<file path="src/rtl/series_tx_pkg.sv">
// Shared types and constants for the series_tx serialiser.
// SERIES_TX_PREAMBLE_EN adds the PREAMBLE state to the state encoding.
package series_pkg;

  typedef enum logic [1:0] {
    ST_IDLE     = 2'd0,
`ifdef SERIES_TX_PREAMBLE_EN
    ST_PREAMBLE = 2'd1,
`endif
    ST_SHIFT    = 2'd2,
    ST_GAP      = 2'd3
  } state_t;

  localparam logic [2:0] PREAMBLE     = 3'b101;
  localparam int         PREAMBLE_LEN = 3;

  // Preamble is sent MSB first; idx counts preamble cycles from 0.
  function automatic logic pre_bit(input logic [1:0] idx);
    return PREAMBLE[2'd2 - idx];
  endfunction

endpackage

</file>
<file path="src/rtl/series_tx_if.sv">
// Word-in / bit-out bundle between a producer and series_tx.
interface series_tx_if #(
  parameter int WIDTH = 8
);
  logic             in_valid;
  logic [WIDTH-1:0] in_data;
  logic             in_ready;
  logic             out_bit;
  logic             out_valid;
  logic             busy;
  logic             done;

  modport master (
    output in_valid, in_data,
    input  in_ready, out_bit, out_valid, busy, done
  );

  modport slave (
    input  in_valid, in_data,
    output in_ready, out_bit, out_valid, busy, done
  );
endinterface

</file>
<file path="src/rtl/series_tx_piso.sv">
// Parallel-load, shift-left register exposing its MSB.
module series_piso #(
  parameter int WIDTH = 8
) (
  input  logic             clk,
  input  logic             rst,
  input  logic             i_load,
  input  logic             i_shift,
  input  logic [WIDTH-1:0] i_data,
  output logic             o_msb
);

  logic [WIDTH-1:0] r_q;

  // Load has priority over shift; zeros enter at the LSB.
  always_ff @(posedge clk) begin
    if (rst) begin
      r_q <= {WIDTH{1'b0}};
    end else if (i_load) begin
      r_q <= i_data;
    end else if (i_shift) begin
      r_q <= {r_q[WIDTH-2:0], 1'b0};
    end else begin
      r_q <= r_q;
    end
  end

  assign o_msb = r_q[WIDTH-1];

endmodule

</file>
<file path="src/rtl/series_tx.sv">
// MSB-first word serialiser with optional 1,0,1 preamble and inter-word gap.
// Optional feature macro: SERIES_TX_PREAMBLE_EN.
module series_tx
  import series_pkg::*;
#(
  parameter int   WIDTH      = 8,
  parameter int   GAP        = 1,
  parameter logic IDLE_LEVEL = 1'b0
) (
  input logic        clk,
  input logic        rst,
  series_tx_if.slave bus
);

  localparam int CNT_MAX0 = (WIDTH > GAP) ? WIDTH : GAP;
  localparam int CNT_MAX  = (CNT_MAX0 > PREAMBLE_LEN) ? CNT_MAX0 : PREAMBLE_LEN;
  localparam int CNT_W    = $clog2(CNT_MAX + 1);

  localparam logic [CNT_W-1:0] CNT_ONE  = CNT_W'(1);
  localparam logic [CNT_W-1:0] LAST_BIT = CNT_W'(WIDTH - 1);
  localparam logic [CNT_W-1:0] DONE_BIT = CNT_W'(WIDTH - 2);
  localparam logic [CNT_W-1:0] LAST_GAP = CNT_W'((GAP > 0) ? (GAP - 1) : 0);
  localparam logic [CNT_W-1:0] LAST_PRE = CNT_W'(PREAMBLE_LEN - 1);

  state_t           r_state, w_state_nx;
  logic [CNT_W-1:0] r_cnt, w_cnt_nx;
  logic             r_out_bit, w_bit_nx;
  logic             r_out_valid, w_valid_nx;
  logic             r_done, w_done_nx;
  logic             w_load, w_shift, w_msb;
  logic [WIDTH-1:0] w_load_data;

  series_piso #(.WIDTH(WIDTH)) u_piso (
    .clk     (clk),
    .rst     (rst),
    .i_load  (w_load),
    .i_shift (w_shift),
    .i_data  (w_load_data),
    .o_msb   (w_msb)
  );

  // Next-state, counter and next-output decode; outputs are registered below.
  always_comb begin
    w_state_nx  = r_state;
    w_cnt_nx    = r_cnt;
    w_bit_nx    = IDLE_LEVEL;
    w_valid_nx  = 1'b0;
    w_done_nx   = 1'b0;
    w_load      = 1'b0;
    w_shift     = 1'b0;
    w_load_data = bus.in_data;
    case (r_state)
      ST_IDLE: begin
        if (bus.in_valid) begin
          w_load     = 1'b1;
          w_cnt_nx   = {CNT_W{1'b0}};
          w_valid_nx = 1'b1;
`ifdef SERIES_TX_PREAMBLE_EN
          w_state_nx  = ST_PREAMBLE;
          w_bit_nx    = PREAMBLE[2];
          w_load_data = bus.in_data;
`else
          // MSB goes straight to out_bit, so the register holds the rest.
          w_state_nx  = ST_SHIFT;
          w_bit_nx    = bus.in_data[WIDTH-1];
          w_load_data = {bus.in_data[WIDTH-2:0], 1'b0};
`endif
        end else begin
          w_state_nx = ST_IDLE;
        end
      end
`ifdef SERIES_TX_PREAMBLE_EN
      ST_PREAMBLE: begin
        w_valid_nx = 1'b1;
        if (r_cnt == LAST_PRE) begin
          w_state_nx = ST_SHIFT;
          w_cnt_nx   = {CNT_W{1'b0}};
          w_bit_nx   = w_msb;
          w_shift    = 1'b1;
        end else begin
          w_cnt_nx = r_cnt + CNT_ONE;
          w_bit_nx = pre_bit(r_cnt[1:0] + 2'd1);
        end
      end
`endif
      ST_SHIFT: begin
        if (r_cnt == LAST_BIT) begin
          w_cnt_nx   = {CNT_W{1'b0}};
          w_state_nx = (GAP > 0) ? ST_GAP : ST_IDLE;
        end else begin
          w_cnt_nx   = r_cnt + CNT_ONE;
          w_valid_nx = 1'b1;
          w_bit_nx   = w_msb;
          w_shift    = 1'b1;
          w_done_nx  = (r_cnt == DONE_BIT);
        end
      end
      ST_GAP: begin
        if (r_cnt == LAST_GAP) begin
          w_cnt_nx   = {CNT_W{1'b0}};
          w_state_nx = ST_IDLE;
        end else begin
          w_cnt_nx = r_cnt + CNT_ONE;
        end
      end
      default: begin
        w_state_nx = ST_IDLE;
        w_cnt_nx   = {CNT_W{1'b0}};
      end
    endcase
  end

  // State, counter and output flops; reset aborts any word in flight.
  always_ff @(posedge clk) begin
    if (rst) begin
      r_state     <= ST_IDLE;
      r_cnt       <= {CNT_W{1'b0}};
      r_out_bit   <= IDLE_LEVEL;
      r_out_valid <= 1'b0;
      r_done      <= 1'b0;
    end else begin
      r_state     <= w_state_nx;
      r_cnt       <= w_cnt_nx;
      r_out_bit   <= w_bit_nx;
      r_out_valid <= w_valid_nx;
      r_done      <= w_done_nx;
    end
  end

  assign bus.in_ready  = (r_state == ST_IDLE);
  assign bus.busy      = (r_state != ST_IDLE);
  assign bus.out_bit   = r_out_bit;
  assign bus.out_valid = r_out_valid;
  assign bus.done      = r_done;

endmodule

</file>
<file path="src/flat_wrapper.sv">
// flat-port wrapper written by rule: the top's interface ports become plain ports
module series_tx_flat import series_pkg::*;
#(
  parameter int   WIDTH      = 8,
  parameter int   GAP        = 1,
  parameter logic IDLE_LEVEL = 1'b0
)
  (clk, rst, bus_in_valid, bus_in_data, bus_in_ready, bus_out_bit, bus_out_valid, bus_busy, bus_done);
  series_tx_if #(.WIDTH(WIDTH)) bus_i ();
  input logic clk;
  input logic rst;
  input wire logic [$bits(bus_i.in_valid)-1:0] bus_in_valid;
  input wire logic [$bits(bus_i.in_data)-1:0] bus_in_data;
  output wire logic [$bits(bus_i.in_ready)-1:0] bus_in_ready;
  output wire logic [$bits(bus_i.out_bit)-1:0] bus_out_bit;
  output wire logic [$bits(bus_i.out_valid)-1:0] bus_out_valid;
  output wire logic [$bits(bus_i.busy)-1:0] bus_busy;
  output wire logic [$bits(bus_i.done)-1:0] bus_done;
  assign bus_i.in_valid = bus_in_valid;
  assign bus_i.in_data = bus_in_data;
  assign bus_in_ready = bus_i.in_ready;
  assign bus_out_bit = bus_i.out_bit;
  assign bus_out_valid = bus_i.out_valid;
  assign bus_busy = bus_i.busy;
  assign bus_done = bus_i.done;
  series_tx #(.WIDTH(WIDTH), .GAP(GAP), .IDLE_LEVEL(IDLE_LEVEL)) u_core (.clk(clk), .rst(rst), .bus(bus_i));
endmodule
</file>
<file path="config.mk">
export PLATFORM = sky130hd
export DESIGN_NAME = series_tx_flat
export DESIGN_NICKNAME = d
export VERILOG_FILES = /design/src/rtl/series_tx_pkg.sv /design/src/rtl/series_tx_if.sv /design/src/rtl/series_tx_piso.sv /design/src/rtl/series_tx.sv /design/src/flat_wrapper.sv
export SDC_FILE = /design/constraint.sdc
export NUM_CORES = 1
export LEC_CHECK = 0
export ABC_CLOCK_PERIOD_IN_PS = 2200
export BUFFER_PORTS_ARGS = -buffer_cell sky130_fd_sc_hd__buf_4
export CAP_MARGIN = 20
export CORE_UTILIZATION = 46
export CTS_BUF_LIST = sky130_fd_sc_hd__clkbuf_8
export DETAILED_ROUTE_END_ITERATION = 10
export PLACE_DENSITY = 0.68
export SKIP_CTS_REPAIR_TIMING = 1
export SYNTH_ARGS = -nofsm -noshare
export SYNTH_HDL_FRONTEND = slang
export SYNTH_SLANG_ARGS = --single-unit
</file>
<file path="constraint.sdc">
create_clock -name clk -period 2.2 [get_ports clk]
set_input_delay 0.11 -clock clk [delete_from_list [all_inputs] [get_ports clk]]
set_output_delay 0.11 -clock clk [all_outputs]
set_load 0.02 [all_outputs]
</file>
### After elaboration in Yosys (flattened, before gate mapping)

Cells that the tools add are included.

| word-level totals | value |
|---|---|
| register bits | 17 |
| input port bits | 11 |
| output and inout bits | 5 |
| word-level logic and storage cells | 41 |

| operators by class | value |
|---|---|
| add/subtract/negate cells | 1 |
| eq/ne operators | 7 |
| mux-type cells | 20 |
| bitwise gates (word level) | 1 |
| reductions and logical operators | 6 |

Operator list:

| operator | count |
|---|---|
| 8-bit two-way mux | 4 |
| 4-bit two-way mux | 3 |
| 4-bit case mux with 3 select lines | 1 |
| 4-bit by 3-bit equality test with 1-bit output, second input constant | 2 |
| 1-bit two-way mux | 6 |
| 2-bit two-way mux | 3 |
| 2-bit case mux with 3 select lines | 1 |
| 4-bit by 1-bit adder with 4-bit output, second input constant | 1 |
| 2-bit equality test, second input constant | 2 |
| 4-bit zero test | 1 |
| 2-bit by 1-bit inequality test with 1-bit output, second input constant | 2 |
| 1-bit case mux with 2 select lines | 2 |
| 2-bit nonzero test | 2 |
| 3-bit OR reduction | 1 |
| 2-bit zero test | 1 |
| 2-bit inequality test, second input constant | 1 |
| 2-bit AND reduction | 1 |
| 1-bit NOT | 1 |

### Logic depth before layout (Yosys ltp)

| logic depth | value |
|---|---|
| depth in word-level cells | 5 |
| mapped depth | 6 |
| mapped depth without buffers | 5 |

### Hierarchy

From an unflattened synthesis, not the netlist that was laid out.

| unflattened totals | value |
|---|---|
| cell total of the unflattened synthesis | 99 |
| area total of the unflattened synthesis | 1004.7 µm² |

By module, submodules not included:

| module | times used | cells each | area an instance (µm²) | seq. area each (µm²) |
|---|---|---|---|---|
| series_tx | 1 | 64 | 635.6 | 180.2 |
| series_piso | 1 | 35 | 369.1 | 160.2 |

### Least setup slack after synthesis

Ideal clock, no wire load.

| timing path | value |
|---|---|
| kind | flip-flop to flip-flop |
| start | register u_core.r_cnt[0] |
| end | register u_core.u_piso.r_q[1] |
| library setup time | 0.103 ns |
| arrival time | 1.492 ns |
| data required time | 2.097 ns |
| setup slack | 0.605 ns |
| cell stages (with the launch flop) | 7 |
| path buffers | 2 |
| period minus slack after synthesis | 1.595 ns |
| cell sequence | dfxtp_1 -> ha_1 -> and3b_1 -> buf_6 -> or2_0 -> buf_6 -> a2111oi_2 |

| between the ends | value |
|---|---|
| cells in the longest elaborated chain, start to end | 4 |

RTL lines:

| element | line | RTL |
|---|---|---|
| start, declared | series_tx.sv:26 | `logic [CNT_W-1:0] r_cnt, w_cnt_nx;` |
| start signal, assigned | series_tx.sv:117 | `r_cnt <= {CNT_W{1'b0}};` |
| start signal, assigned | series_tx.sv:123 | `r_cnt <= w_cnt_nx;` |
| 4-bit by 3-bit equality test with 1-bit output | series_tx.sv:87 | `if (r_cnt == LAST_BIT) begin` |
| 1-bit two-way mux | series_tx.sv:87 |  |
| 1-bit two-way mux | series_tx.sv:52 | `case (r_state)` |
| 2-bit nonzero test (no source line) | -- |  |
| end signal, assigned | series_tx_piso.sv:20 | `r_q <= i_data;` |
| end signal, assigned | series_tx_piso.sv:22 | `r_q <= {r_q[WIDTH-2:0], 1'b0};` |
| end signal, assigned | series_tx_piso.sv:24 | `r_q <= r_q;` |
| end, declared | series_tx_piso.sv:13 | `logic [WIDTH-1:0] r_q;` |

No other way between the ends.
A chain may end at the register's enable or synchronous reset.

### Worst setup path in the final report

| timing path | value |
|---|---|
| start | register u_core.r_cnt[0] |
| end | register u_core.u_piso.r_q[5] |

Same word-level chain as after synthesis.

==> qor.csv <==
metric,value,unit
clk-insertion-delay-late,0.25,ns
root_buffer,clkbuf_8,
drt-total-wl,1822,um
slew_headroom,66.48,%
vdd_drop_max,0.0002746,V
start_kind,register,
final_nets,127,
yosysWarningCount,0,
drive_above_1_share,26.79,%
p_clk_share,32.5,%
fin_crit,1.773,ns
hold_depth,2,
seq_area,340.3,um^2
htreeDepth,1,
drt_iter0_markers,11,
end_kind,register,
fill_cells,170,
synth_top_area_share,37.94,%
finalCritPeriodShare,80.61,%
grt.total_usage,19.90,%
fin_tns_setup,0,ns
crit_family,simple AND/OR/NAND/NOR gates,
clock_path_buffers,2,
clock_skew,0.002633,ns
drt_first_pass_iters,4,
dominantRegCellSynth,dfxtp_1,
critPathMaxStageDelay,0.35,ns
num_vias,757,
rsz0062_at_grt,no,
area_growth_syn_to_layout,17.29,%
path_cells,"ha_1, and3b_1, or2_0, buf_4, a2111oi_2",
synth_top_area_cell,dfxtp_1,
port_buffers,15,
die-area,2131,um^2
p_seq_share,49.2,%
routedWlPerCell,13.30,um
cts_tree,done,
fp.dieH,46.16,um
crit_slowest_cell,dfxtp_1,
viasPerCell,5.526,
postPlaceCellArea,1007,um^2
p_comb_share,18.3,%
diodes,0,
max_freq,0.5639,GHz
p_sw,187.9,uW
synth-async-reset-ratio,0,%
yosys-top-cells-area,"dfxtp_1 (38%), a2111oi_2 (12%), nor2_1 (7.1%)",
finalMaxSlewViolations,0,
ff2ff_path_depth,5,
drv_cap,0,
cp.required,2.34,ns
hold_viol,0,
power_density,665.7,nW/um^2
internal-power,512.6,uW
cp.arrival,1.91,ns
yosys-top-cells-count,"dfxtp_1 (17), nor2_1 (17), nor3_1 (9)",
cp_max_fo,9,
cts.sinks,17,
grt_overflow,0,
start_util,50.32,%
rows,15,
worst_pin_slew,0.5006,ns
place_hpwl,1263,um
synth_nets,113,
multiInputGateArea,485.5,um^2
netSwitchingFraction,26.82,%
power,700.5,uW
grt_pass1_wl,2973,um
finalSetupViolCount,0,
die_x,46.16,um
crit_cells,5,
outcome,"complete, no violations",
synth_seq_area_share,37.94,%
drtAntennaViolNets,0,
gp_congestion,0.8065,
cts_made_buffers,3,
avgSynthCellArea,9.062,um^2
worstHoldPathType,in -> reg,
first_global_vias,674,
final_cell_area,1052,um^2
core_area,1783,um^2
ys_types,33,
grt_max_degree,17,
clkTransAtPathRegs,0.06,ns
critPathBufInv,1,
syn_inst,99,
route.detailed.drc,0,
synth_edf_count,0,
ios,16,
syn_area,897.1,um^2
p_leak,0.0004194,uW
antenna_found_initial,0,
path_class,reg -> reg,
synth-seq-cells,17,
## worst register-to-register path, stage by stage (launching register included)
cell and delay [ns]:
dfxtp_1 0.35, ha_1 0.26, and3b_1 0.30, or2_0 0.26
buf_4 0.17, a2111oi_2 0.32
## power by group through the flow
stage	combinational [uW]	sequential (uW)	clock [uW]
4_1_cts	130	344	236
6_report	128	344	228
5_1_grt	142	346	251
3_3_place_gp	126	350	0
3_5_place_dp	129	351	0
2_1_floorplan	92.3	347	0
## layout make-up
type,instances,area share (%)
multi-input combinational,68,46.14
clock inverter,1,0.3567
inverter,6,2.140
clock buffer,3,3.924
timing repair buffer,17,12.13
sequential,17,32.34
tap,25,2.973
## layout by cell type (no fill, tap or decap), types with 2 or more instances in the layout
| master | count |
|---|---|
| clkbuf_8 | 3 |
| nand3b_1 | 3 |
| nand3_1 | 2 |
| nor3_1 | 9 |
| dfxtp_1 | 17 |
| buf_4 | 17 |
| a2111oi_2 | 7 |
| nor2_1 | 17 |
| nand2b_1 | 3 |
| a21oi_1 | 4 |
| ha_1 | 3 |
| inv_1 | 7 |
## registers in the layout, indices dropped and copies added (netlist names)
register,count
u_core.r_cnt,4
u_core.u_piso.r_q,8
u_core.bus.out_valid,1
u_core.bus.out_bit,1
u_core.bus.done,1
u_core.r_state,2
## per-layer routing
layer / vias to the layer above / part of all wire, % / GRT usage, %
met3: 4 / 2.2 / 3.529
met4: 0 / 1.6 / 8.824
met5: - / 0 / 0
li1: 379 / - / -
met2: 9 / 49 / 33.24
met1: 365 / 47 / 24.70
## cells by family (layout without fill, tap and decap cells)
logic type | after synthesis | count (layout) | synth area share (%)
simple gates | 46 | 46 | 28.73
xor+xnor | 1 | 1 | 0.9765
compound gates | 18 | 18 | 20.22
buf+inv | 14 | 27 | 7.949
flops | 17 | 17 | 37.94
fa+ha+maj | 3 | 3 | 4.185
## final timing paths
path / slack [ns] / startpoint / to
min reg2reg: 0.54 / u_core.u_piso.r_q[0] / u_core.u_piso.r_q[0]
max reg2reg: 0.43 / u_core.r_cnt[0] / u_core.u_piso.r_q[5]
max: 0.43 / u_core.r_cnt[0] / u_core.u_piso.r_q[5]
min: 0.08 / bus_in_valid / u_core.r_state[1]
## metrics by stage
step           hold WS (ns)  setup slack [ns]  util [%]  std cells
2_1_floorplan        0.1789            0.6048         -         99
4_1_cts             0.07165            0.4433     59.02        137
6_report            0.07868            0.4266     59.02        137
3_3_place_gp         0.3317            0.5250     56.49        133
5_1_grt             0.07742            0.3109     59.02        137
3_5_place_dp         0.3381            0.4640     56.49        133
(Power assumes the default switching activity.)
